$ cat src/rtl/servo.sv
// Hobby-servo PWM exerciser.
// Emits one pulse per frame and sweeps the pulse width up and down in a
// triangle between MIN_PULSE and MAX_PULSE, moving by STEP once per frame.
// The pin is driven straight from a flop, so there is no combinational glitch path.
module servo #(
  parameter int PERIOD_CYCLES = 2_000_000,
  parameter int MIN_PULSE     = 100_000,
  parameter int MAX_PULSE     = 200_000,
  parameter int STEP          = 10_000
) (
  input  logic clk_in,
  input  logic rst_in,
  output logic pwm_out
);

  // Counter width covers 0..PERIOD_CYCLES-1.
  // The width register shares this width because MAX_PULSE < PERIOD_CYCLES.
  localparam int CW = $clog2(PERIOD_CYCLES);

  // Constants sized to the datapath.
  // The *_X forms carry one extra bit, so w + STEP and MIN_PULSE + STEP cannot wrap.
  localparam logic [CW-1:0] LAST_CNT = CW'(PERIOD_CYCLES - 1);
  localparam logic [CW-1:0] MIN_W    = CW'(MIN_PULSE);
  localparam logic [CW-1:0] MAX_W    = CW'(MAX_PULSE);
  localparam logic [CW:0]   MIN_X    = (CW+1)'(MIN_PULSE);
  localparam logic [CW:0]   MAX_X    = (CW+1)'(MAX_PULSE);
  localparam logic [CW:0]   STEP_X   = (CW+1)'(STEP);

  logic [CW-1:0] cnt_q, cnt_d;
  logic [CW-1:0] w_q, w_d;
  logic          up_q, up_d;
  logic          pwm_q, pwm_d;

  logic          wrap;
  logic [CW:0]   w_x;
  logic [CW:0]   w_plus;
  logic [CW:0]   w_minus;
  logic [CW:0]   low_limit;

  // Shared frame-boundary flag and widened arithmetic for the sweep update.
  always_comb begin
    wrap      = (cnt_q == LAST_CNT);
    w_x       = {1'b0, w_q};
    w_plus    = w_x + STEP_X;
    w_minus   = w_x - STEP_X;
    low_limit = MIN_X + STEP_X;
  end

  // Frame counter: free-runs and wraps back to zero at the end of each frame.
  always_comb begin
    cnt_d = cnt_q + 1'b1;
    if (wrap) begin
      cnt_d = '0;
    end
  end

  // Sweep update.
  // The width and direction change only at the frame boundary, so a pulse already in flight keeps its length.
  // Both ends are clamped, so a STEP that does not divide the range evenly still lands exactly on MIN/MAX.
  always_comb begin
    w_d  = w_q;
    up_d = up_q;
    if (wrap) begin
      if (up_q) begin
        if (w_plus >= MAX_X) begin
          w_d  = MAX_W;
          up_d = 1'b0;
        end else begin
          w_d = w_plus[CW-1:0];
        end
      end else begin
        if (w_x <= low_limit) begin
          w_d  = MIN_W;
          up_d = 1'b1;
        end else begin
          w_d = w_minus[CW-1:0];
        end
      end
    end
  end

  // Output compare on the pre-increment count.
  // The registered pin therefore trails the counter by one cycle.
  always_comb begin
    pwm_d = (cnt_q < w_q);
  end

  // State registers.
  // Reset restarts the sweep at the narrowest pulse heading upward and forces the pin low immediately.
  always_ff @(posedge clk_in) begin
    if (rst_in) begin
      cnt_q <= '0;
      w_q   <= MIN_W;
      up_q  <= 1'b1;
      pwm_q <= 1'b0;
    end else begin
      cnt_q <= cnt_d;
      w_q   <= w_d;
      up_q  <= up_d;
      pwm_q <= pwm_d;
    end
  end

  assign pwm_out = pwm_q;

endmodule

$ cat config.mk
export PLATFORM = sky130hd
export DESIGN_NAME = servo
export DESIGN_NICKNAME = d
export VERILOG_FILES = /design/src/rtl/servo.sv
export SDC_FILE = /design/constraint.sdc
export NUM_CORES = 1
export LEC_CHECK = 0
export ABC_AREA = 1
export BUFFER_PORTS_ARGS = -buffer_cell sky130_fd_sc_hd__buf_2
export CORE_MARGIN = 2
export CORE_UTILIZATION = 30
export CTS_CLUSTER_SIZE = 28
export DETAILED_ROUTE_END_ITERATION = 10
export GPL_TIMING_DRIVEN = 0
export PLACE_DENSITY = 0.5
export SKIP_CTS_REPAIR_TIMING = 1
export SYNTH_ARGS = -nofsm -noshare
export SYNTH_HDL_FRONTEND = slang
export SYNTH_SLANG_ARGS = --single-unit
$ cat constraint.sdc
create_clock -name clk_in -period 4.3 [get_ports clk_in]
set_input_delay 0.215 -clock clk_in [delete_from_list [all_inputs] [get_ports clk_in]]
set_output_delay 0.215 -clock clk_in [all_outputs]
set_load 0.1 [all_outputs]
== Yosys cells after proc, flatten, opt, wreduce, memory -nomap -nowiden ==
Index checks and enable logic that the tools add are counted.

* Eq/ne operators: 1
* Mux-type cells: 6
* Add/subtract/negate cells: 3
* Reduce and logical (&&, ||, !) cells: 1
* $lt $le $gt $ge: 3

{| class="wikitable"
|+ Operators with widths
! cell !! count
|-
| 21-bit two-way mux || 3
|-
| 21-bit by 14-bit adder with 22-bit output, second input constant || 1
|-
| 22-bit by 18-bit greater-or-equal comparator with 1-bit output, second input constant || 1
|-
| 21-bit by 1-bit adder with 21-bit output, second input constant || 1
|-
| 21-bit equality test, second input constant || 1
|-
| 21-bit by 17-bit less-or-equal comparator with 1-bit output, second input constant || 1
|-
| 21-bit less-than comparator || 1
|-
| 21-bit by 14-bit subtractor with 21-bit output, second input constant || 1
|-
| 1-bit two-way mux || 3
|-
| 2-bit OR reduction || 1
|}

* Input bits: 2
* Logic and storage cells: 18
* Register bits after elaboration: 44

== Longest topological paths before layout ==
Gate-level depths: netlist of run 1.

* Depth after elaboration: 4
* Mapped depth: 15
* Depth with buffers taken out: 15

== Least setup slack after synthesis of run 1 ==
OpenSTA, ideal clock, no wires.

* Path type: reg-to-reg
* Start point: reg w_q[5]
* End point: reg w_q[17]
* Setup time: 0.112 ns
* Cell stages (with the launch flop): 16
* Path buffers: 1
* Arrival time: 1.690 ns
* Path slack: 2.498 ns
* Cell sequence: dfxtp_1 ha_1 nand3_2 nand2_1 nand2_1 nand2_1 nand2_1 nand2_1 nand2_1 nor2_1 nand3_1 nand2_2 buf_6 nand4_1 nand2_1 nand2_1

* Word-level cells in the longest chain between the ends: 4
* Elaborated cells between the ends (all ways): 7
* Classes of those cells: add/sub: 2; order compare: 2; mux: 3

{| class="wikitable"
|+ RTL lines
! element !! line !! RTL
|-
| start: declaration || 30 || <nowiki>logic [CW-1:0] w_q, w_d;</nowiki>
|-
| start signal: assignment || 98 || <nowiki>w_q <= w_d;</nowiki>
|-
| 21-bit by 14-bit adder with 22-bit output || 44 || <nowiki>w_plus = w_x + STEP_X;</nowiki>
|-
| 22-bit by 18-bit greater-or-equal comparator with 1-bit output || 65 || <nowiki>if (w_plus >= MAX_X) begin</nowiki>
|-
| 21-bit two-way mux || 65 ||
|-
| 21-bit two-way mux * || 64 || <nowiki>if (up_q) begin</nowiki>
|}

Mark *: on every way between the ends. The rest lies on a longest branch, timed or not.
A chain may end at the register's enable or synchronous reset.

== Worst setup path after layout of run 1 ==
* Start point: reg w_q[5]
* End point: reg w_q[13]

Same word-level chain as after synthesis.

==> flow_metrics.tcl, run 1 <==
set metrics [dict create \
    slew_headroom_pct 62.7 \
    antenna_found_initial 0 \
    fin_total_pwr_mw 0.780 \
    pin_count 3 \
    postRouteWirelength_mm 10.2 \
    ant_nets 0 \
    dp_hpwl_mm 7.85 \
    path_cells "ha_1 -> nand3_2 -> nand2_1 -> nand2_1 -> nand2_1 -> nand3_1 -> nand2_1 -> nand3_2 -> nor2_4 -> buf_6 -> nand4_1 -> a21oi_1" \
    drt-pass1-iter-count 5 \
    filler_cell_count 1229 \
    setup-tns-final_ps 0 \
    core_um2 10900 \
    cp_slowest_cell "dfxtp_1" \
    grt_pass1_vias 3264 \
    grt_usage_pct 17.0 \
    ir_drop_mv 0.144 \
    cp_max_fo 10 \
    clk_path_buf_depth 2 \
    worstSkewPairLatency_ps 280 \
    cts_tree "done" \
    start_util_pct 31.1 \
    cts_sinks 40 \
    route.vias.total 3534 \
    fp.dieH_um 110 \
    syn_nets 567 \
    arrival_ps 2530 \
    htree_num_levels 2 \
    cp-start-kind "flop" \
    cp-end-kind "flop" \
    grt_max_degree 13 \
    fin_crit_sh_pct 53.9 \
    viasPerCell 5.08 \
    ys_seq_elements 40 \
    rsz0062_at_grt "no" \
    r2r_slack_ps 1980 \
    cts_root_buf "clkbuf_16" \
    worst_pin_slew_ps 560 \
    yosys_warnings 0 \
    power_density_nw_per_um2 209 \
    required_ps 4510 \
    synthesis.area_um2 3400 \
    cts_made_buffers 5 \
    hold_viol_final 0 \
    drc 0 \
    syn_avg_cell_area_um2 6.24 \
    first_iter_violations 270 \
    max_cap_viol_count 0 \
    wl_per_cell_um 14.7 \
    finalSetupViolCount 0 \
    clock.fmax_mhz 432 \
    ys_types 34 \
    status "finished clean" \
    period_minus_slack_ps 2320 \
    path_common_cell "nand2_1" \
    leakage_nw 1.81 \
    synthCells 545 \
    skew_ps 4.33 \
    clk_pin_slew_worst_paths_ps 60 \
    drive_above_1_share_pct 10.5 \
    gp_congestion 0.940 \
    rows 38 \
    synth-seq-area-share_pct 23.5 \
    drv_slew 0 \
    cpPeakStageDelay_ps 460 \
    path_class "reg -> reg" \
    overflow 0 \
    antenna_cells 0 \
    area_growth_pct 9.86 \
    die-area_um2 12200 \
    final_nets 576 \
    hold_path.class "in -> reg" \
    place.port_buffers 2 \
    die_w_um 110 \
    grt_pass1_wl_mm 17.0 \
]
## layout make-up
class / instances / area, µm² / share of cell area (%)
Timing Repair Buffer: 2 / 10.0 / 0.268
Buffer: 16 / 124 / 3.31
Clock buffer: 7 / 143 / 3.82
Inverter: 69 / 267 / 7.13
Multi-Input combinational cell: 420 / 2210 / 59.2
Clock inverter: 1 / 7.51 / 0.201
Tap cell: 140 / 175 / 4.69
Sequential cell: 40 / 801 / 21.4
## flip-flops by register name (all words and copies together) (netlist names)
signal / cells
up_q: 1
w_q: 17
pwm_out: 1
cnt_q: 21
## layout by cell type (no fill, tap or decap), types with 2 or more instances in the layout
| cell | instances |
|---|---|
| a21oi_1 | 44 |
| buf_2 | 8 |
| buf_4 | 3 |
| buf_6 | 6 |
| clkbuf_1 | 2 |
| clkbuf_16 | 5 |
| dfxtp_1 | 40 |
| ha_1 | 20 |
| inv_1 | 62 |
| inv_2 | 5 |
| nand2_1 | 150 |
| nand2_2 | 4 |
| nand2_4 | 2 |
| nand3_1 | 41 |
| nand3_2 | 8 |
| nand4_1 | 28 |
| nor2_1 | 61 |
| nor2_2 | 2 |
| nor2_4 | 5 |
| nor3_1 | 9 |
| nor3_2 | 4 |
| nor3b_1 | 3 |
| nor4_1 | 4 |
| o21ai_0 | 18 |
| o31ai_1 | 2 |
| xnor2_1 | 3 |
| xor2_1 | 6 |
## where the power goes
part | total, mW | leakage, nW | internal, mW | switching, mW
clock network | 0.385 | 0.0701 | 0.231 | 0.154
registers | 0.375 | 0.323 | 0.373 | 0.00198
logic | 0.0193 | 1.42 | 0.00463 | 0.0147
total | 0.780 | 1.81 | 0.609 | 0.171
## synthesized netlist by cell type (all sizes together)
| master | count | area share (%) |
|---|---|---|
| nand2 | 156 | 18 |
| inv | 68 | 7.6 |
| nor2 | 68 | 8.8 |
| nand3 | 49 | 8.4 |
| a21oi | 44 | 6.5 |
| dfxtp | 40 | 24 |
| nand4 | 28 | 5.1 |
| ha | 20 | 7.4 |
| o21ai | 18 | 2.6 |
| buf | 15 | 3.5 |
| nor3 | 13 | 2.5 |
| xor2 | 6 | 1.5 |
| nor4 | 4 | 0.74 |
| nor3b | 3 | 0.66 |
| xnor2 | 3 | 0.77 |
| o31ai | 2 | 0.44 |
| or2 | 2 | 0.37 |
| and3 | 1 | 0.18 |
| clkbuf | 1 | 0.11 |
| clkinv | 1 | 0.26 |
| nand3b | 1 | 0.59 |
| o2111ai | 1 | 0.26 |
| o211ai | 1 | 0.22 |
## path summary, 6_finish.rpt
kind,cells past startpoint,to,from
max,12,w_q[13],w_q[5]
min,2,pwm_out,rst_in
max reg2reg,12,w_q[13],w_q[5]
min reg2reg,1,cnt_q[0],cnt_q[0]
## stage by stage
step	hold slack, ps	instance area [µm²]	instances	utilization (%)	setup WS (ps)
4_1_cts	237	3740	695	34.2	2020
2_1_floorplan	287	3400	545	-	2500
6_report	237	3740	695	34.2	1980
3_3_place_gp	444	3590	687	32.8	2030
5_1_grt	248	3740	695	34.2	1780
3_5_place_dp	452	3590	687	32.8	2030
## metal layers
layer / global-route usage (%) / up-vias / wire [µm]
met5: 0 / - / 0
met4: 6.25 / 0 / 282
met3: 2.09 / 20 / 470
met2: 26.6 / 100 / 4460
met1: 24.0 / 1606 / 4980
li1: - / 1808 / -
## worst max-delay path: cells and delay by family, from the launching register on
family                   cells  cell delay, ps
AO/OA/AOI/OAI                1             170
adder cells (fa/ha/maj)      1             320
buffers and inverters        1             180
flip-flops                   1             460
AND/OR/NAND/NOR              9            1130
## kinds of logic after synthesis
logic type	count (synthesis)	synth area share, %
AOI/OAI and AO/OA	66	10.0
xor gates and xnor gates	9	2.32
adders and majority gates	20	7.36
buffers and inverters	85	11.5
DFF	40	23.5
and+or+nand+nor	325	45.3
Note: power is estimated with default switching activity, not from simulation.
==> run 2: changes to the inputs <==
--- a/config.mk
+++ b/config.mk
@@ -5,7 +5,7 @@
 export SDC_FILE = /design/constraint.sdc
 export NUM_CORES = 1
 export LEC_CHECK = 0
-export ABC_AREA = 1
+export ABC_AREA = 0
 export BUFFER_PORTS_ARGS = -buffer_cell sky130_fd_sc_hd__buf_2
 export CORE_MARGIN = 2
 export CORE_UTILIZATION = 30
==> constraint.sdc (replaced) <==
create_clock -name clk_in -period 2.3 [get_ports clk_in]
set_input_delay 0.115 -clock clk_in [delete_from_list [all_inputs] [get_ports clk_in]]
set_output_delay 0.115 -clock clk_in [all_outputs]
set_load 0.1 [all_outputs]
==> run 2 against run 1 <==
  * The run now ends with negative setup slack left
  * Utilization is 4.8 points higher
  * Flip-flop and latch count stayed put
  * Cell count is 21% lower
  * Setup slack worse by 2100 ps
  * Critical path type unchanged
  * Largest cell class unchanged
  * Largest power group is now registers
==> flow_metrics.tcl, run 2 <==
set metrics [dict create \
    die-area_um2 10900 \
    clk_pin_slew_worst_paths_ps 80 \
    antenna_found_initial 0 \
    reg_top3 "cnt_q (21), w_q (17)" \
    setup_slack_ps -164 \
    ys_async_sr_fraction_pct 0 \
    cts_root_buf "clkbuf_8" \
    synth_top_area_cell "dfxtp_1" \
    final_common_cell "nor2_1" \
    synth_top_cell_area_share_pct 26.5 \
    core_um2 9770 \
    yosys_warnings 0 \
    wl_per_cell_um 17.0 \
    cts_tree "done" \
    worst_pin_slew_ps 807 \
    fin_crit_sh_pct 107 \
    power_density_nw_per_um2 327 \
    pin_count 3 \
    rows 36 \
    synth_area_leaders "dfxtp_1 (27%), ha_1 (8.3%), xnor2_1 (5.8%)" \
    ys_seq_elements 40 \
    worstSkewPairLatency_ps 290 \
    cp-end-kind "flop" \
    grt_pass1_wl_mm 14.3 \
    min-delay-start "rst_in" \
    first_iter_violations 189 \
    period_minus_slack_ps 2460 \
    ant_nets 0 \
    synthesis.area_um2 3020 \
    hold_path.class "in -> reg" \
    clk_path_buf_depth 2 \
    violations "negative setup slack" \
    slew_headroom_pct 46.2 \
    synthCells 383 \
    hold_viol_final 0 \
    reg2reg_from "w_q[13]" \
    top_register "cnt_q" \
    skew_ps 5.68 \
    layout_common_cells "nor2_1 (40), dfxtp_1 (27), buf_4 (26)" \
    required_ps 2480 \
    place.port_buffers 1 \
    cp_max_fo 6 \
    ir_drop_mv 0.211 \
    grt_usage_pct 16.3 \
    antenna_cells 0 \
    status "finished with violations" \
    grt_max_degree 13 \
    synth_ff_type "dfxtp_1" \
    finalSetupViolCount 11 \
    final_nets 436 \
    max_cap_viol_count 0 \
    dp_worst_setup_slack_ps -502 \
    clock.fmax_mhz 406 \
    start_util_pct 30.9 \
    viasPerCell 5.43 \
    largest_register_ffs 21 \
    synth_common_cells "nor2_1 (43), dfxtp_1 (40), a21oi_1 (27)" \
    final_util_pct 39.0 \
    cp-start-kind "flop" \
    die_w_um 104 \
    drive_above_1_share_pct 26.6 \
    cts_sinks 40 \
    gp_congestion 0.904 \
    dp_hpwl_mm 6.44 \
    htree_num_levels 2 \
    synth-seq-area-share_pct 26.5 \
    arrival_ps 2650 \
    route.vias.total 2968 \
    drv_slew 0 \
    grt_pass1_vias 2696 \
    drt-pass1-iter-count 4 \
    critPathLaunch "w_q[13]" \
    drc 0 \
    setup-tns-final_ps -1100 \
    leakage_nw 1.42 \
    yosys.cell_count.top_type "nor2_1" \
    fp.dieH_um 104 \
    ys_types 67 \
    area_growth_pct 26.1 \
    syn_avg_cell_area_um2 7.88 \
    synth_edf_count 0 \
    path_class "reg -> reg" \
    syn_nets 405 \
    overflow 0 \
    cts_made_buffers 5 \
    rsz0062_at_grt "yes" \
    postRouteWirelength_mm 9.32 \
]
-- run 2: cell count changes in the layout (fill, tap and decap cells not counted), sizes merged, moves of 6 or more --
cell,delta
buf,+19
nor2,-25
inv,-48
nand4,-21
nand2,-133
a31oi,+7
xor2,+6
nand3,-30
xnor2,+17
a21oi,-16
and3,+8
-- run 2: area by class of cell --
| type | count | area, µm² |
|---|---|---|
| plain buffers | 17 | 119 |
| clock buffers | 5 | 68.8 |
| clock inverters | 2 | 12.5 |
| fillers | 1027 | 5970 |
| inverters | 20 | 75.1 |
| multi-input cells | 303 | 2310 |
| flip-flops and latches | 40 | 827 |
| well taps | 133 | 166 |
| repair buffers | 27 | 229 |
-- run 2: where the power goes --
part / switching [mW] / internal, mW
combinational: 0.0437 / 0.0225
clock: 0.269 / 0.206
sequential: 0.00869 / 0.695
total: 0.322 / 0.924
-- run 2: final timing paths --
check                           endpoint  slack [ps]  depth (start not counted)
worst max register to register   w_q[10]        -160                          7
worst min register to register  cnt_q[0]         470                          1
worst max-delay path             w_q[10]        -160                          7
worst min-delay path              w_q[6]         460                          3
-- run 2: metrics by stage --
stage	hold slack [ps]	total power, mW	cell area, µm²	instances
after floorplan	442	0.761	3030	383
after global placement	474	0.778	3200	517
after detailed placement	477	0.778	3210	517
after CTS	426	1.26	3290	524
after global routing	511	1.30	3810	547
final	458	1.25	3810	547
-- run 2: cells by family after synthesis --
kind of cell	synth area share [%]
compound gates	22.0
xor+xnor	9.28
fa+ha+maj	8.29
buf+inv	6.01
flops	26.5
mux	1.08
simple gates	26.9
-- run 2: per-layer routing --
layer	vias up	wire, µm	global-route usage [%]
met1	1416	4550	23.7
met4	0	179	4.05
met3	16	387	2.44
li1	1457	-	-
met2	79	4190	24.9
met5	-	0	0
-- run 2: critical path, stage by stage, from the launching register on --
cell and delay, ps:
dfxtp_2 450, inv_1 170, or4_1 560, o21ai_2 190, nand2_1 230, o21ai_0 310, a211oi_2 70, or3_4 370
==> run 3: changes to the inputs <==
--- a/config.mk
+++ b/config.mk
@@ -8,11 +8,11 @@
 export ABC_AREA = 0
 export BUFFER_PORTS_ARGS = -buffer_cell sky130_fd_sc_hd__buf_2
 export CORE_MARGIN = 2
-export CORE_UTILIZATION = 30
+export CORE_UTILIZATION = 56
 export CTS_CLUSTER_SIZE = 28
 export DETAILED_ROUTE_END_ITERATION = 10
 export GPL_TIMING_DRIVEN = 0
-export PLACE_DENSITY = 0.5
+export PLACE_DENSITY = 0.78
 export SKIP_CTS_REPAIR_TIMING = 1
 export SYNTH_ARGS = -nofsm -noshare
 export SYNTH_HDL_FRONTEND = slang
==> run 3 against run 2 <==
  * The flow still finishes with violations (negative setup slack)
  * Global-route usage increased by 11 points
  * Largest cell class unchanged
  * Sequential share of layout area increased by 0.43 points
  * Maximum frequency decreased by 2.2%
  * Non-clock buffer count decreased by 4
  * Highest routed layer unchanged
  * Power about the same
==> flow_metrics.tcl, run 3 (synthesis gave the netlist of run 2 again) <==
set metrics [dict create \
    hold_viol_final 0 \
    finalSetupViolCount 10 \
    worst_pin_slew_ps 729 \
    place.port_buffers 1 \
    rr_worst_depth 8 \
    layout_common_cells "nor2_1 (40), dfxtp_1 (30), a21oi_1 (24)" \
    cts_sinks 40 \
    antenna_cells 0 \
    start_util_pct 58.7 \
    hold_end "w_q[6]" \
    die_w_um 77.4 \
    final_util_pct 72.3 \
    final_common_cell "nor2_1" \
    wl_per_cell_um 18.2 \
    grt_pass1_vias 2783 \
    grt_max_degree 13 \
    cp-end-kind "flop" \
    status "finished with violations" \
    whs_path_depth 3 \
    min-delay-start "rst_in" \
    place_inst 454 \
    final_cell_count_no_fill 480 \
    htree_num_levels 2 \
    clk_path_buf_depth 2 \
    skew_ps 10.9 \
    slew_headroom_pct 51.4 \
    grt_usage_pct 27.4 \
    cts_root_buf "clkbuf_8" \
    cp_max_fo 7 \
    ant_nets 0 \
    pin_count 3 \
    first_iter_violations 413 \
    area_growth_pct 23.1 \
    cts_made_buffers 5 \
    drc 0 \
    rows 26 \
    clk_pin_slew_worst_paths_ps 90 \
    arrival_ps 2700 \
    route.vias.total 3120 \
    antenna_found_initial 0 \
    dp_hpwl_mm 5.83 \
    reg_top3 "cnt_q (21), w_q (17)" \
    gp_congestion 0.994 \
    setup_slack_ps -220 \
    overflow 0 \
    hold_path.class "in -> reg" \
    ir_drop_mv 0.261 \
    viasPerCell 6.50 \
    reg2reg_from "w_q[4]" \
    power_density_nw_per_um2 335 \
    postRouteWirelength_mm 8.71 \
    clock.fmax_mhz 397 \
    cp-start-kind "flop" \
    largest_register_ffs 21 \
    top_register "cnt_q" \
    fin_crit_sh_pct 110 \
    r2r_slack_ps -220 \
    drt-pass1-iter-count 5 \
    worstSkewPairLatency_ps 300 \
    drive_above_1_share_pct 25.9 \
    max_cap_viol_count 0 \
    required_ps 2480 \
    path_class "reg -> reg" \
    worstReg2RegEnd "w_q[10]" \
    filler_cell_count 416 \
    final_nets 432 \
    cts_tree "done" \
    fp.dieH_um 77.4 \
    die-area_um2 5990 \
    leakage_nw 1.38 \
    violations "negative setup slack" \
    period_minus_slack_ps 2520 \
    grt_pass1_wl_mm 13.4 \
    rsz0062_at_grt "yes" \
    core_um2 5140 \
    setup-tns-final_ps -693 \
    drv_slew 0 \
]
[run 3: cell types whose count changed in the layout (fill, tap and decap cells not counted), moves of 2 or more]
cell and delta:
dfxtp_1 +3, nor3_1 -2, buf_4 -3, o32ai_2 -2
o32ai_1 +2, dfxtp_2 -3
[run 3: worst max path at each step]
| stage | from | to | slack [ps] |
|---|---|---|---|
| CTS | w_q[5] | w_q[10] | -510 |
| global placement | cnt_q[0] | w_q[6] | -490 |
| detailed placement | w_q[5] | w_q[10] | -490 |
| finish | w_q[4] | w_q[10] | -220 |
| floorplan | w_q[5] | w_q[10] | 30 |
| global route | w_q[4] | w_q[10] | -290 |
[run 3: final cells by class]
class	count	area, µm²	area share, %
flip-flops and latches	40	823	22.1
clock inverters	2	12.5	0.337
plain buffers	18	133	3.57
inverters	20	75.1	2.02
repair buffers	22	170	4.58
well taps	70	87.6	2.36
multi-input cells	303	2350	63.1
clock buffers	5	68.8	1.85
[run 3: where the power goes]
group,switching [mW],internal [mW]
combinational,0.0431,0.0224
clock,0.269,0.206
sequential,0.0102,0.695
total,0.322,0.923
[run 3: per-stage QoR]
step	setup slack (ps)	instance area (µm²)	hold slack, ps	total power [mW]
5_1_grt	-289	3720	503	1.29
3_5_place_dp	-487	3130	485	0.776
4_1_cts	-505	3210	409	1.24
2_1_floorplan	31.6	3030	442	0.761
6_report	-220	3720	467	1.25
3_3_place_gp	-488	3130	472	0.776
[run 3: worst max-delay path, stage by stage, from the launching register on]
cell       delay, ps
dfxtp_4          410
ha_4             180
nand3_4          130
mux2_4           340
a221oi_4         290
o2111ai_2        220
a21boi_4         340
a211oi_2         110
or3_1            390
[run 3: routing by layer]
metal	up-vias	part of all wire [%]	global-route usage [%]
met4	0	4.5	10.4
met1	1442	42	37.0
li1	1448	-	-
met3	52	8.7	4.53
met2	178	45	43.8
met5	-	0	0
